[src/rtl/measure_pkg.sv]
// Shared types and helpers for the cursor measurement engine: mode codes,
// FSM states, default widths and the saturation check.
package measure_pkg;

  localparam int MEAS_COORD_W  = 11;
  localparam int MEAS_RESULT_W = 14;

  typedef enum logic [1:0] {
    MEAS_NONE = 2'd0,
    MEAS_TIME = 2'd1,
    MEAS_VOLT = 2'd2,
    MEAS_FREQ = 2'd3
  } meas_mode_e;

  typedef enum logic [2:0] {
    IDLE,
    DELTA,
    SCALE,
    DIVIDE,
    DONE
  } meas_state_e;

  // True when value does not fit in an unsigned field of the given width.
  function automatic logic sat_overflow(input logic [63:0] value, input int width);
    if (width >= 64) return 1'b0;
    return value > ((64'd1 << width) - 64'd1);
  endfunction

endpackage

[src/rtl/cursor_measure_engine_if.sv]
// Request/result bundle between the cursor UI logic (master) and the
// measurement engine (slave).
interface cursor_measure_engine_if #(
  parameter int NUM_CH   = 2,
  parameter int COORD_W  = 11,
  parameter int SHIFT_W  = 4,
  parameter int RATE_W   = 6,
  parameter int RESULT_W = 14
);
  localparam int WSEL_W = (NUM_CH > 1) ? $clog2(NUM_CH) : 1;

  logic                       start;
  logic [1:0]                 measurement;
  logic [WSEL_W-1:0]          waveSel;
  logic [COORD_W-1:0]         cursorx1;
  logic [COORD_W-1:0]         cursorx2;
  logic [COORD_W-1:0]         cursory1;
  logic [COORD_W-1:0]         cursory2;
  logic [NUM_CH*SHIFT_W-1:0]  shiftDown;
  logic [NUM_CH*RATE_W-1:0]   sampleAdjust;
  logic                       busy;
  logic                       resultValid;
  logic [RESULT_W-1:0]        result;
  logic                       overflow;

  modport master (
    output start, measurement, waveSel, cursorx1, cursorx2, cursory1, cursory2,
           shiftDown, sampleAdjust,
    input  busy, resultValid, result, overflow
  );

  modport slave (
    input  start, measurement, waveSel, cursorx1, cursorx2, cursory1, cursory2,
           shiftDown, sampleAdjust,
    output busy, resultValid, result, overflow
  );
endinterface

[src/rtl/measure_divider.sv]
// Sequential restoring divider, one quotient bit per clock. The load cycle
// already performs the first iteration, so done pulses RESULT_W-1 cycles later.
module measure_divider #(
  parameter int RESULT_W = 14
) (
  input  logic                clock,
  input  logic                reset,
  input  logic                load,
  input  logic [RESULT_W-1:0] dividend,
  input  logic [RESULT_W-1:0] divisor,
  output logic                done,
  output logic [RESULT_W-1:0] quotient
);
  localparam int CNT_W = $clog2(RESULT_W + 1);

  logic [RESULT_W-1:0] remReg, quoReg, divReg;
  logic [CNT_W-1:0]    cntReg;
  logic                runReg, doneReg;

  logic [RESULT_W-1:0] remIn, quoIn, divIn, remOut, quoOut;
  logic [RESULT_W:0]   shifted, diff;

  always_comb begin
    remIn   = load ? '0 : remReg;
    quoIn   = load ? dividend : quoReg;
    divIn   = load ? divisor : divReg;
    shifted = {remIn, quoIn[RESULT_W-1]};
    diff    = shifted - {1'b0, divIn};
    // diff's top bit is the borrow: set means the trial subtraction failed
    if (!diff[RESULT_W]) begin
      remOut = diff[RESULT_W-1:0];
      quoOut = {quoIn[RESULT_W-2:0], 1'b1};
    end else begin
      remOut = shifted[RESULT_W-1:0];
      quoOut = {quoIn[RESULT_W-2:0], 1'b0};
    end
  end

  always_ff @(posedge clock) begin
    if (reset) begin
      remReg  <= '0;
      quoReg  <= '0;
      divReg  <= '0;
      cntReg  <= '0;
      runReg  <= 1'b0;
      doneReg <= 1'b0;
    end else begin
      doneReg <= 1'b0;
      if (load) begin
        remReg  <= remOut;
        quoReg  <= quoOut;
        divReg  <= divisor;
        cntReg  <= CNT_W'(1);
        runReg  <= (RESULT_W > 1);
        doneReg <= (RESULT_W == 1);
      end else if (runReg) begin
        remReg <= remOut;
        quoReg <= quoOut;
        cntReg <= cntReg + 1'b1;
        if (cntReg == CNT_W'(RESULT_W - 1)) begin
          runReg  <= 1'b0;
          doneReg <= 1'b1;
        end
      end
    end
  end

  assign done     = doneReg;
  assign quotient = quoReg;
endmodule

[src/rtl/cursor_measure_engine.sv]
// Cursor measurement engine: delta-time, delta-voltage or frequency from the
// latched cursor pair. Define MEASURE_AUTO_EN to add the autoRun refresh input.
module cursor_measure_engine
  import measure_pkg::*;
#(
  parameter int NUM_CH   = 2,
  parameter int COORD_W  = MEAS_COORD_W,
  parameter int SHIFT_W  = 4,
  parameter int RATE_W   = 6,
  parameter int RESULT_W = MEAS_RESULT_W,
  parameter int FREQ_NUM = 10000
) (
  input  logic clock,
  input  logic reset,
`ifdef MEASURE_AUTO_EN
  input  logic autoRun,
`endif
  cursor_measure_engine_if.slave bus
);
  localparam int WSEL_W = (NUM_CH > 1) ? $clog2(NUM_CH) : 1;
  localparam int PROD_W = COORD_W + RATE_W + SHIFT_W + 2;

  meas_state_e               stateReg, stateNext;
  meas_mode_e                modeReg;
  logic [WSEL_W-1:0]         wselReg;
  logic [COORD_W-1:0]        x1Reg, x2Reg, y1Reg, y2Reg;
  logic [NUM_CH*SHIFT_W-1:0] shiftReg;
  logic [NUM_CH*RATE_W-1:0]  rateReg;
  logic [COORD_W-1:0]        dxReg, dxNext, dyReg, dyNext;
  logic [RESULT_W-1:0]       valueReg, valueNext, resultReg, resultNext;
  logic                      ovfReg, ovfNext, overflowReg, overflowNext;
  logic                      validReg, validNext, busyReg, busyNext;
  logic                      rearmReg, rearmNext;
  logic                      latchNow, divLoad, divDone;
  logic [RESULT_W-1:0]       divQuotient;

  logic [SHIFT_W-1:0]  shiftArr [NUM_CH];
  logic [RATE_W-1:0]   rateArr  [NUM_CH];
  logic [SHIFT_W-1:0]  shiftSel;
  logic [RATE_W-1:0]   rateSel;
  logic [PROD_W-1:0]   timeProd, voltProd;
  logic [RESULT_W-1:0] scaleValue;
  logic                scaleOvf, chanValid;

  for (genvar gi = 0; gi < NUM_CH; gi++) begin : g_unpack
    assign shiftArr[gi] = shiftReg[gi*SHIFT_W +: SHIFT_W];
    assign rateArr[gi]  = rateReg[gi*RATE_W +: RATE_W];
  end

  assign chanValid = (int'(wselReg) < NUM_CH);

  // Scaling from the latched channel settings; products kept at full width
  always_comb begin
    shiftSel   = shiftArr[wselReg];
    rateSel    = rateArr[wselReg];
    timeProd   = PROD_W'(dxReg) * (PROD_W'(rateSel) + PROD_W'(1));
    voltProd   = (PROD_W'(dyReg) * (PROD_W'(shiftSel) + PROD_W'(1))) << 1;
    scaleValue = '0;
    scaleOvf   = 1'b0;
    if (!chanValid) begin
      scaleValue = '1;
      scaleOvf   = 1'b1;
    end else begin
      case (modeReg)
        MEAS_TIME: begin
          scaleOvf   = sat_overflow(64'(timeProd), RESULT_W);
          scaleValue = scaleOvf ? '1 : timeProd[RESULT_W-1:0];
        end
        MEAS_VOLT: begin
          scaleOvf   = sat_overflow(64'(voltProd), RESULT_W);
          scaleValue = scaleOvf ? '1 : voltProd[RESULT_W-1:0];
        end
        MEAS_FREQ: begin
          if (timeProd == '0) begin
            scaleValue = '1;
            scaleOvf   = 1'b1;
          end else begin
            scaleOvf   = sat_overflow(64'(timeProd), RESULT_W);
            scaleValue = scaleOvf ? '1 : timeProd[RESULT_W-1:0];
          end
        end
        default: ;
      endcase
    end
  end

  always_comb begin
    stateNext    = stateReg;
    latchNow     = 1'b0;
    divLoad      = 1'b0;
    dxNext       = dxReg;
    dyNext       = dyReg;
    valueNext    = valueReg;
    ovfNext      = ovfReg;
    resultNext   = resultReg;
    overflowNext = overflowReg;
    validNext    = 1'b0;
    busyNext     = busyReg;
    rearmNext    = rearmReg;
    case (stateReg)
      IDLE: begin
        if (bus.start || rearmReg) begin
          latchNow  = 1'b1;
          busyNext  = 1'b1;
          rearmNext = 1'b0;
          stateNext = DELTA;
        end
      end
      DELTA: begin
        dxNext    = (x1Reg >= x2Reg) ? (x1Reg - x2Reg) : (x2Reg - x1Reg);
        dyNext    = (y1Reg >= y2Reg) ? (y1Reg - y2Reg) : (y2Reg - y1Reg);
        stateNext = SCALE;
      end
      SCALE: begin
        valueNext = scaleValue;
        ovfNext   = scaleOvf;
        // Zero period and invalid channel already carry their final value
        if (modeReg == MEAS_FREQ && chanValid && timeProd != '0) begin
          divLoad   = 1'b1;
          stateNext = DIVIDE;
        end else begin
          stateNext = DONE;
        end
      end
      DIVIDE: begin
        if (divDone) begin
          valueNext = divQuotient;
          stateNext = DONE;
        end
      end
      DONE: begin
        resultNext   = valueReg;
        overflowNext = ovfReg;
        validNext    = 1'b1;
        busyNext     = 1'b0;
        stateNext    = IDLE;
`ifdef MEASURE_AUTO_EN
        rearmNext    = autoRun;
`endif
      end
      default: stateNext = IDLE;
    endcase
  end

  always_ff @(posedge clock) begin
    if (reset) begin
      stateReg    <= IDLE;
      modeReg     <= MEAS_NONE;
      wselReg     <= '0;
      x1Reg       <= '0;
      x2Reg       <= '0;
      y1Reg       <= '0;
      y2Reg       <= '0;
      shiftReg    <= '0;
      rateReg     <= '0;
      dxReg       <= '0;
      dyReg       <= '0;
      valueReg    <= '0;
      ovfReg      <= 1'b0;
      resultReg   <= '0;
      overflowReg <= 1'b0;
      validReg    <= 1'b0;
      busyReg     <= 1'b0;
      rearmReg    <= 1'b0;
    end else begin
      stateReg    <= stateNext;
      dxReg       <= dxNext;
      dyReg       <= dyNext;
      valueReg    <= valueNext;
      ovfReg      <= ovfNext;
      resultReg   <= resultNext;
      overflowReg <= overflowNext;
      validReg    <= validNext;
      busyReg     <= busyNext;
      rearmReg    <= rearmNext;
      if (latchNow) begin
        modeReg  <= meas_mode_e'(bus.measurement);
        wselReg  <= bus.waveSel;
        x1Reg    <= bus.cursorx1;
        x2Reg    <= bus.cursorx2;
        y1Reg    <= bus.cursory1;
        y2Reg    <= bus.cursory2;
        shiftReg <= bus.shiftDown;
        rateReg  <= bus.sampleAdjust;
      end
    end
  end

  measure_divider #(.RESULT_W(RESULT_W)) u_divider (
    .clock    (clock),
    .reset    (reset),
    .load     (divLoad),
    .dividend (RESULT_W'(FREQ_NUM)),
    .divisor  (scaleValue),
    .done     (divDone),
    .quotient (divQuotient)
  );

  assign bus.busy        = busyReg;
  assign bus.resultValid = validReg;
  assign bus.result      = resultReg;
  assign bus.overflow    = overflowReg;
endmodule

[src/flat_wrapper.sv]
// flat-port wrapper written by rule: the top's interface ports become plain ports
module cursor_measure_engine_flat import measure_pkg::*;
#(
  parameter int NUM_CH   = 2,
  parameter int COORD_W  = MEAS_COORD_W,
  parameter int SHIFT_W  = 4,
  parameter int RATE_W   = 6,
  parameter int RESULT_W = MEAS_RESULT_W,
  parameter int FREQ_NUM = 10000
)
  (clock, reset, bus_start, bus_measurement, bus_waveSel, bus_cursorx1, bus_cursorx2, bus_cursory1, bus_cursory2, bus_shiftDown, bus_sampleAdjust, bus_busy, bus_resultValid, bus_result, bus_overflow);
  cursor_measure_engine_if #(.NUM_CH(NUM_CH), .COORD_W(COORD_W), .SHIFT_W(SHIFT_W), .RATE_W(RATE_W), .RESULT_W(RESULT_W)) bus_i ();
  input  logic clock;
  input  logic reset;
  input wire logic [$bits(bus_i.start)-1:0] bus_start;
  input wire logic [$bits(bus_i.measurement)-1:0] bus_measurement;
  input wire logic [$bits(bus_i.waveSel)-1:0] bus_waveSel;
  input wire logic [$bits(bus_i.cursorx1)-1:0] bus_cursorx1;
  input wire logic [$bits(bus_i.cursorx2)-1:0] bus_cursorx2;
  input wire logic [$bits(bus_i.cursory1)-1:0] bus_cursory1;
  input wire logic [$bits(bus_i.cursory2)-1:0] bus_cursory2;
  input wire logic [$bits(bus_i.shiftDown)-1:0] bus_shiftDown;
  input wire logic [$bits(bus_i.sampleAdjust)-1:0] bus_sampleAdjust;
  output wire logic [$bits(bus_i.busy)-1:0] bus_busy;
  output wire logic [$bits(bus_i.resultValid)-1:0] bus_resultValid;
  output wire logic [$bits(bus_i.result)-1:0] bus_result;
  output wire logic [$bits(bus_i.overflow)-1:0] bus_overflow;
  assign bus_i.start = bus_start;
  assign bus_i.measurement = bus_measurement;
  assign bus_i.waveSel = bus_waveSel;
  assign bus_i.cursorx1 = bus_cursorx1;
  assign bus_i.cursorx2 = bus_cursorx2;
  assign bus_i.cursory1 = bus_cursory1;
  assign bus_i.cursory2 = bus_cursory2;
  assign bus_i.shiftDown = bus_shiftDown;
  assign bus_i.sampleAdjust = bus_sampleAdjust;
  assign bus_busy = bus_i.busy;
  assign bus_resultValid = bus_i.resultValid;
  assign bus_result = bus_i.result;
  assign bus_overflow = bus_i.overflow;
  cursor_measure_engine #(.NUM_CH(NUM_CH), .COORD_W(COORD_W), .SHIFT_W(SHIFT_W), .RATE_W(RATE_W), .RESULT_W(RESULT_W), .FREQ_NUM(FREQ_NUM)) u_core (.clock(clock), .reset(reset), .bus(bus_i));
endmodule
[config.mk]
export PLATFORM = sky130hd
export DESIGN_NAME = cursor_measure_engine_flat
export DESIGN_NICKNAME = d
export VERILOG_FILES = /design/src/rtl/measure_pkg.sv /design/src/rtl/cursor_measure_engine_if.sv /design/src/rtl/measure_divider.sv /design/src/rtl/cursor_measure_engine.sv /design/src/flat_wrapper.sv
export SDC_FILE = /design/constraint.sdc
export NUM_CORES = 1
export LEC_CHECK = 0
export BUFFER_PORTS_ARGS = -buffer_cell sky130_fd_sc_hd__buf_2
export CORE_ASPECT_RATIO = 1.2
export CORE_MARGIN = 3
export CORE_UTILIZATION = 68
export DETAILED_ROUTE_END_ITERATION = 12
export PLACE_DENSITY = 0.95
export SLEW_MARGIN = 30
export SYNTH_ARGS = -nofsm -noshare
export SYNTH_HDL_FRONTEND = slang
export SYNTH_SLANG_ARGS = --single-unit
[constraint.sdc]
create_clock -name clock -period 16.3 [get_ports clock]
set_input_delay 2.445 -clock clock [delete_from_list [all_inputs] [get_ports clock]]
set_output_delay 2.445 -clock clock [all_outputs]
set_load 0.02 [all_outputs]
=== Word level (Yosys, flattened, before mapping) ===
Cells that the tools add are included.

* Bits in registers: 172
* Input port bits: 70
* Output and inout port bits: 17
* Logic and storage cells: 105

* Add/sub/neg operators: 8
* Multiply operators: 2
* $lt $le $gt $ge: 5
* Equality and inequality tests: 10
* Muxes and demuxes: 42
* Bitwise operators: 2
* Reduce and logical (&&, ||, !) cells: 12

{| class="wikitable"
|+ Operator list
! operator !! count
|-
| 14-bit 2-to-1 mux || 12
|-
| 23-bit by 14-bit > comparator with 1-bit output, second input constant || 2
|-
| 11-bit subtractor || 4
|-
| 14-bit case mux with 3 select lines || 1
|-
| 14-bit case mux with 2 select lines || 1
|-
| 23-bit logical NOT || 1
|-
| 11-bit by 23-bit multiplier with 22-bit output || 1
|-
| 11-bit by 23-bit multiplier with 23-bit output || 1
|-
| 23-bit nonzero test || 1
|-
| 11-bit >= comparator || 2
|-
| 11-bit 2-to-1 mux || 2
|-
| 6-bit 2-to-1 mux || 3
|-
| 15-bit by 14-bit subtractor with 15-bit output || 1
|-
| 1-bit 2-to-1 mux || 14
|-
| 4-bit 2-to-1 mux || 3
|-
| 3-bit case mux with 4 select lines || 1
|-
| 3-bit 2-to-1 mux || 3
|-
| 6-bit by 1-bit adder with 7-bit output, second input constant || 1
|-
| 3-bit by 2-bit == test with 1-bit output, second input constant || 2
|-
| 2-bit AND reduction || 3
|-
| 2-bit nonzero test || 3
|-
| 4-bit by 1-bit adder with 5-bit output, second input constant || 1
|-
| 4-bit by 1-bit adder with 4-bit output, second input constant || 1
|-
| 2-bit == test, second input constant || 2
|-
| 15 further kinds || 15
|}

=== Longest topological paths before layout ===
* Depth after elaboration: 15
* Mapped depth: 41
* Gate-level depth less buffers: 35

=== Cells and area by module ===
A second synthesis with hierarchy kept.

* Cells, all modules: 1791
* Area total of the unflattened synthesis: 14427.6 µm²

{| class="wikitable"
|+ Modules (own cells, without submodules)
! module !! instances !! cells each !! area each (µm²) !! sequential area each (µm²)
|-
| cursor_measure_engine || 1 || 1451 || 11532.3 || 2482.4
|-
| measure_divider || 1 || 340 || 2895.3 || 960.9
|}

=== Worst setup path before layout ===
No wires, ideal clock.

* Path kind: register -> register
* Start point: register u_core.wselReg
* End point: register u_core.u_divider.remReg[12]
* Library setup time: 0.092 ns
* Data arrival time: 9.294 ns
* Required time: 16.208 ns
* Path slack: 6.913 ns
* Stages on the path, launching flop included: 38
* Buffers on the path: 4
* Clock period less this slack: 9.387 ns
* Path through: dfxtp_1 > clkbuf_1 > mux2i_1 > clkbuf_1 > inv_1 > ha_1 > nand2_1 > xnor2_1 > clkbuf_1 > nor2b_1 > fa_1 > fa_1 > fa_1 > inv_1 > fa_1 > inv_1 > ha_1 > or4_1 > [2 not listed] > a31o_1 > mux2_4 > nor4_4 > o32ai_4 > a31oi_1 > a21oi_1 > ha_1 > fa_1 > nor2b_1 > o31a_1 > o2111ai_1 > a21bo_2 > a21o_1 > clkbuf_1 > xnor2_1 > nand2_1 > a2bb2oi_2 > o32ai_1

* Cells in the longest elaborated chain, start to end: 15
* Elaborated cells between the ends (all ways): 30
* Classes of those cells: 3 x add/sub; 2 x mul; 2 x order compare; 18 x mux; 1 x bitwise; 4 x reduce/logical

{| class="wikitable"
|+ RTL lines
! item !! line !! source
|-
| start, declared || cursor_measure_engine.sv:25 || <nowiki>logic [WSEL_W-1:0] wselReg;</nowiki>
|-
| start signal, assigned || cursor_measure_engine.sv:178 || <nowiki>wselReg <= bus.waveSel;</nowiki>
|-
| 1-bit inverter with 2-bit output (implied by the code) (*) || cursor_measure_engine.sv:54, cursor_measure_engine.sv:55 ||
|-
| 6-bit 2-to-1 mux (implied by the code) (3 in series) || cursor_measure_engine.sv:55 || <nowiki>rateSel = rateArr[wselReg];</nowiki>
|-
| 6-bit by 1-bit adder with 7-bit output || cursor_measure_engine.sv:56 || <nowiki>timeProd = PROD_W'(dxReg) * (PROD_W'(rateSel) + PROD_W'(1));</nowiki>
|-
| 11-bit by 23-bit multiplier with 23-bit output || cursor_measure_engine.sv:56 ||
|-
| 23-bit by 14-bit > comparator with 1-bit output / 23-bit nonzero test (equally long branches) || measure_pkg.sv:26, cursor_measure_engine.sv:118 ||
|-
| 14-bit 2-to-1 mux / 1-bit logical AND (equally long branches) || cursor_measure_engine.sv:67, cursor_measure_engine.sv:79, cursor_measure_engine.sv:118 ||
|-
| 14-bit 2-to-1 mux / 1-bit 2-to-1 mux (equally long branches) || cursor_measure_engine.sv:74, cursor_measure_engine.sv:118 ||
|-
| 14-bit case mux with 3 select lines / 1-bit 2-to-1 mux (equally long branches) || cursor_measure_engine.sv:64, cursor_measure_engine.sv:100 ||
|-
| 14-bit 2-to-1 mux (*) || -- ||
|-
| net u_core.u_divider.divIn[0] || measure_divider.sv:20 || <nowiki>logic [RESULT_W-1:0] remIn, quoIn, divIn, remOut, quoOut;</nowiki>
|-
| 15-bit by 14-bit subtractor with 15-bit output (*) || measure_divider.sv:28 || <nowiki>diff = shifted - {1'b0, divIn};</nowiki>
|-
| 14-bit 2-to-1 mux (*) || measure_divider.sv:30 || <nowiki>if (!diff[RESULT_W]) begin</nowiki>
|-
| 14-bit 2-to-1 mux || measure_divider.sv:56 || <nowiki>end else if (runReg) begin</nowiki>
|-
| 14-bit 2-to-1 mux (*) || measure_divider.sv:49 || <nowiki>if (load) begin</nowiki>
|-
| end signal, assigned || measure_divider.sv:50 || <nowiki>remReg <= remOut;</nowiki>
|-
| end signal, assigned || measure_divider.sv:57 || <nowiki>remReg <= remOut;</nowiki>
|-
| end, declared || measure_divider.sv:16 || <nowiki>logic [RESULT_W-1:0] remReg, quoReg, divReg;</nowiki>
|}

The timed path passes the listed nets; every way through them passes the cells marked *. The select of a mux whose other input is x is not followed.
A chain may end at the register's enable or synchronous reset.

=== Worst setup path after layout ===
* Start point: register u_core.wselReg
* End point: register u_core.u_divider.remReg[13]

* Cells in the longest elaborated chain, start to end: 15
* Elaborated cells between the ends (all ways): 30
* Classes of those cells: 3 x add/sub; 2 x mul; 2 x order compare; 18 x mux; 1 x bitwise; 4 x reduce/logical

{| class="wikitable"
|+ RTL lines
! item !! line
|-
| 1-bit inverter with 2-bit output (implied by the code) (*) || cursor_measure_engine.sv:54, cursor_measure_engine.sv:55
|-
| 6-bit 2-to-1 mux (implied by the code) (3 in series) || cursor_measure_engine.sv:55
|-
| 6-bit by 1-bit adder with 7-bit output || cursor_measure_engine.sv:56
|-
| 11-bit by 23-bit multiplier with 23-bit output || cursor_measure_engine.sv:56
|-
| 23-bit by 14-bit > comparator with 1-bit output / 23-bit nonzero test (equally long branches) || measure_pkg.sv:26, cursor_measure_engine.sv:118
|-
| 14-bit 2-to-1 mux / 1-bit logical AND (equally long branches) || cursor_measure_engine.sv:67, cursor_measure_engine.sv:79, cursor_measure_engine.sv:118
|-
| 14-bit 2-to-1 mux / 1-bit 2-to-1 mux (equally long branches) || cursor_measure_engine.sv:74, cursor_measure_engine.sv:118
|-
| 14-bit case mux with 3 select lines / 1-bit 2-to-1 mux (equally long branches) || cursor_measure_engine.sv:64, cursor_measure_engine.sv:100
|-
| 14-bit 2-to-1 mux, on equally long branches || --
|-
| 15-bit by 14-bit subtractor with 15-bit output || measure_divider.sv:28
|-
| 14-bit 2-to-1 mux || measure_divider.sv:30
|-
| 14-bit 2-to-1 mux || measure_divider.sv:56
|-
| 14-bit 2-to-1 mux || measure_divider.sv:49
|}

Mark *: on every way between the ends. The rest lies on a longest branch, timed or not. The select of a mux whose other input is x is not followed.

==> results.json <==
{
  "cpMostUsedCell": "fa_1",
  "core_area_sq_um": 20400,
  "cts_resized": 0,
  "setup_viol": 0,
  "synth-seq-cells": 172,
  "netlist_instances": 1740,
  "wl_microns": 36290,
  "worst-path-max-fanout": 37,
  "postCtsSetupBuffers": 0,
  "crit_required_ns": 16.66,
  "cts_tree": "built",
  "hpwl_microns": 26510,
  "final_util_pct": 74.94,
  "via_count": 13060,
  "seq_area_frac_synth_pct": 24.28,
  "finalCriticalPeriod_ns": 11.17,
  "end_kind": "register",
  "synthDistinctLibCells": 80,
  "grt_max_degree": 68,
  "portBuffers": 86,
  "grt_setup_unrepaired": "false",
  "met2_usage_pct": 55.48,
  "nFillCells": 1365,
  "peakVddDrop_mv": 0.08340,
  "layout-drive-gt1-share_pct": 10.24,
  "cp_top_family": "compound AO/OA/AOI/OAI gates",
  "drt_first_pass_iters": 6,
  "slew_violations": 0,
  "maxSlewHeadroom_pct": 36.93,
  "die_x_microns": 137.8,
  "clock_sinks": 172,
  "clk_latency_ns": 0.45,
  "max_freq_mhz": 89.54,
  "worstSetupPathType": "register to register",
  "p_leak_nw": 6.841,
  "netlist_area_sq_um": 14180,
  "postCtsHoldBufs": 0,
  "hp-class": "register to register",
  "cellPowerDensity_nw_per_um2": 80.87,
  "finClkSkew_ns": 0.01503,
  "grt_pass1_vias": 12760,
  "busiest_layer": "met2",
  "ys.flop_type": "dfxtp_1",
  "async_flop_share_pct": 0,
  "max_stage_delay_ns": 0.80,
  "clk_pin_slew_ns": 0.08,
  "timing.setup.tns_ns": 0,
  "drt_iter0_markers": 1209,
  "dieHeight_microns": 164.2,
  "detail-route-antenna-nets": 0,
  "status": "finished, final reports clean",
  "grt.met3_usage_pct": 5.300,
  "gr-total-overflow": 0,
  "num_io_pins": 87,
  "synth_edf_count": 0,
  "cts_buffer_depth": 2,
  "place.gp.congestion": 0.9730,
  "antenna_found_initial": 0,
  "numCtsBuffers": 17,
  "start_kind": "register",
  "grt.met1_usage_pct": 40.56,
  "cp.buffers_inverters": 4,
  "root_buffer": "clkbuf_16",
  "num-nets-final": 2038,
  "final_hold_viol_count": 0,
  "rows": 57,
  "die_area_sq_um": 22630,
  "cp_slowest_cell": "dfxtp_1",
  "fin_crit_sh_pct": 68.52,
  "grt_pass1_wl_microns": 60560,
  "antennaDiodeCount": 0,
  "wl_per_cell_microns": 17.76,
  "worstMarginPinSlew_ns": 0.9393,
  "post_drt_via_cell_ratio": 6.392,
  "areaGrowthSynthToFinish_pct": 7.782,
  "htreeDepth": 4,
  "start_util_pct": 69.53,
  "yosysWarnings": 0,
  "grt_util_all_layers_pct": 32.72,
  "max-cap-violations": 0,
  "syn_avg_cell_area_sq_um": 8.150,
  "critPathArrivalTime_ns": 11.53,
  "syn_nets": 2013,
  "remaining_drc_errors": 0
}
-- synth_stat cells (28+ instances only) --
library cell,instances,area (sq um)
a211oi_1,34,255.2
clkbuf_1,69,259.0
nand2_1,278,1044
inv_1,160,600.6
dfxtp_1,172,3443
ha_1,127,1589
and2_1,91,569.3
a21oi_1,149,745.7
a21o_1,33,247.7
nor3_1,28,140.1
nor2_1,81,304.0
fa_1,76,1521
xnor2_1,28,245.2
o21ai_0,33,165.2
nor2b_1,29,181.4
mux2i_1,35,350.3
-- sequential cells by signal, indices dropped and copies added (netlist names), 12 cells and up --
signal and cells:
u_core.valueReg 14, u_core.u_divider.remReg 14, u_core.u_divider.divReg 14, u_core.u_divider.quotient 14
u_core.rateReg 12, u_core.bus.result 14
-- metrics by stage --
step                      total power [mW]  cell area, sq um  worst slack (ns)  instances  hold slack [ns]
after floorplan                     0.7349             14180             6.913       1740           0.4318
after global placement              0.8085             14660             5.423       2011           0.4407
after detailed placement            0.8224             14670             5.371       2011           0.4478
after CTS                            1.227             15270             5.269       2043           0.4596
after global routing                 1.294             15280             4.378       2043           0.4727
final                                1.236             15280             5.131       2043           0.4585
-- logic make-up (layout without fill, tap and decap cells) --
| kind of cell | after synthesis | after routing | synth area share, % |
|---|---|---|---|
| AND/OR/NAND/NOR | 602 | 602 | 20.19 |
| AO/OA/AOI/OAI | 428 | 428 | 21.06 |
| buffers and inverters | 249 | 287 | 6.785 |
| adder cells (fa/ha/maj) | 203 | 203 | 21.93 |
| flip-flops | 172 | 172 | 24.28 |
| XOR/XNOR | 45 | 45 | 2.779 |
| multiplexers | 41 | 41 | 2.973 |
-- worst paths after layout --
check | from | to | slack [ns] | cells after the start
worst max-delay path | u_core.wselReg$_SDFFE_PP0P_ | u_core.u_divider.remReg[13]$_SDFFE_PP0P_ | 5.13 | 32
worst min-delay path | u_core.bus.result[6]$_SDFFE_PP0P_ | u_core.bus.result[6]$_SDFFE_PP0P_ | 0.46 | 2
worst max register to register | u_core.wselReg$_SDFFE_PP0P_ | u_core.u_divider.remReg[13]$_SDFFE_PP0P_ | 5.13 | 32
worst min register to register | u_core.bus.result[6]$_SDFFE_PP0P_ | u_core.bus.result[6]$_SDFFE_PP0P_ | 0.46 | 2
-- report_power, final --
part           leakage [nW]  switching, mW  internal (mW)
Sequential             1.40         0.0303          0.441
Clock                 0.287          0.200          0.207
Combinational          5.15          0.218          0.140
-- final cells by class --
cell class                 count  area (sq um)  area share, %
timing repair buffer          95         500.5          3.274
clock inverter                14         165.2          1.081
clock buffer                  18         429.2          2.808
sequential                   172          3443          22.53
inverter                     160         600.6          3.929
tap                          265         331.6          2.169
multi-input combinational   1319          9814          64.21
-- metal layers --
metal | part of all wire [%] | vias to the layer above
met5 | 0 | -
met4 | 4.0 | 0
met3 | 7.6 | 146
met2 | 50 | 661
met1 | 38 | 6212
li1 | - | 6039
-- placed cells by master (no fill, tap or decap), types with 7 or more instances in the layout --
cell type,Yosys,layout
a2111oi_0,9,9
a211oi_1,34,34
a211oi_2,9,9
a21o_1,33,33
a21oi_1,149,148
a22oi_1,9,9
a31o_2,10,10
a31oi_1,17,17
and2_1,91,89
and3_1,10,10
buf_2,10,85
buf_4,2,10
clkbuf_16,0,17
dfxtp_1,172,172
fa_1,76,76
ha_1,127,127
inv_1,160,160
mux2i_1,35,33
nand2_1,278,277
nand2b_1,16,16
nand3_1,25,25
nor2_1,81,81
nor2b_1,29,29
nor3_1,28,28
o211ai_1,9,9
o21a_1,10,10
o21ai_0,33,33
o22ai_1,15,15
o31ai_1,9,9
or3_1,7,7
xnor2_1,28,27
xor2_1,17,17
-- tightest hold or removal path, delay by kind of cell, from the launching register on --
kind	cells	cell delay [ns]
AOI/OAI and AO/OA	1	0.05
and+or+nand+nor	1	0.05
DFF	1	0.31
Power figures use the tool's default switching activity.
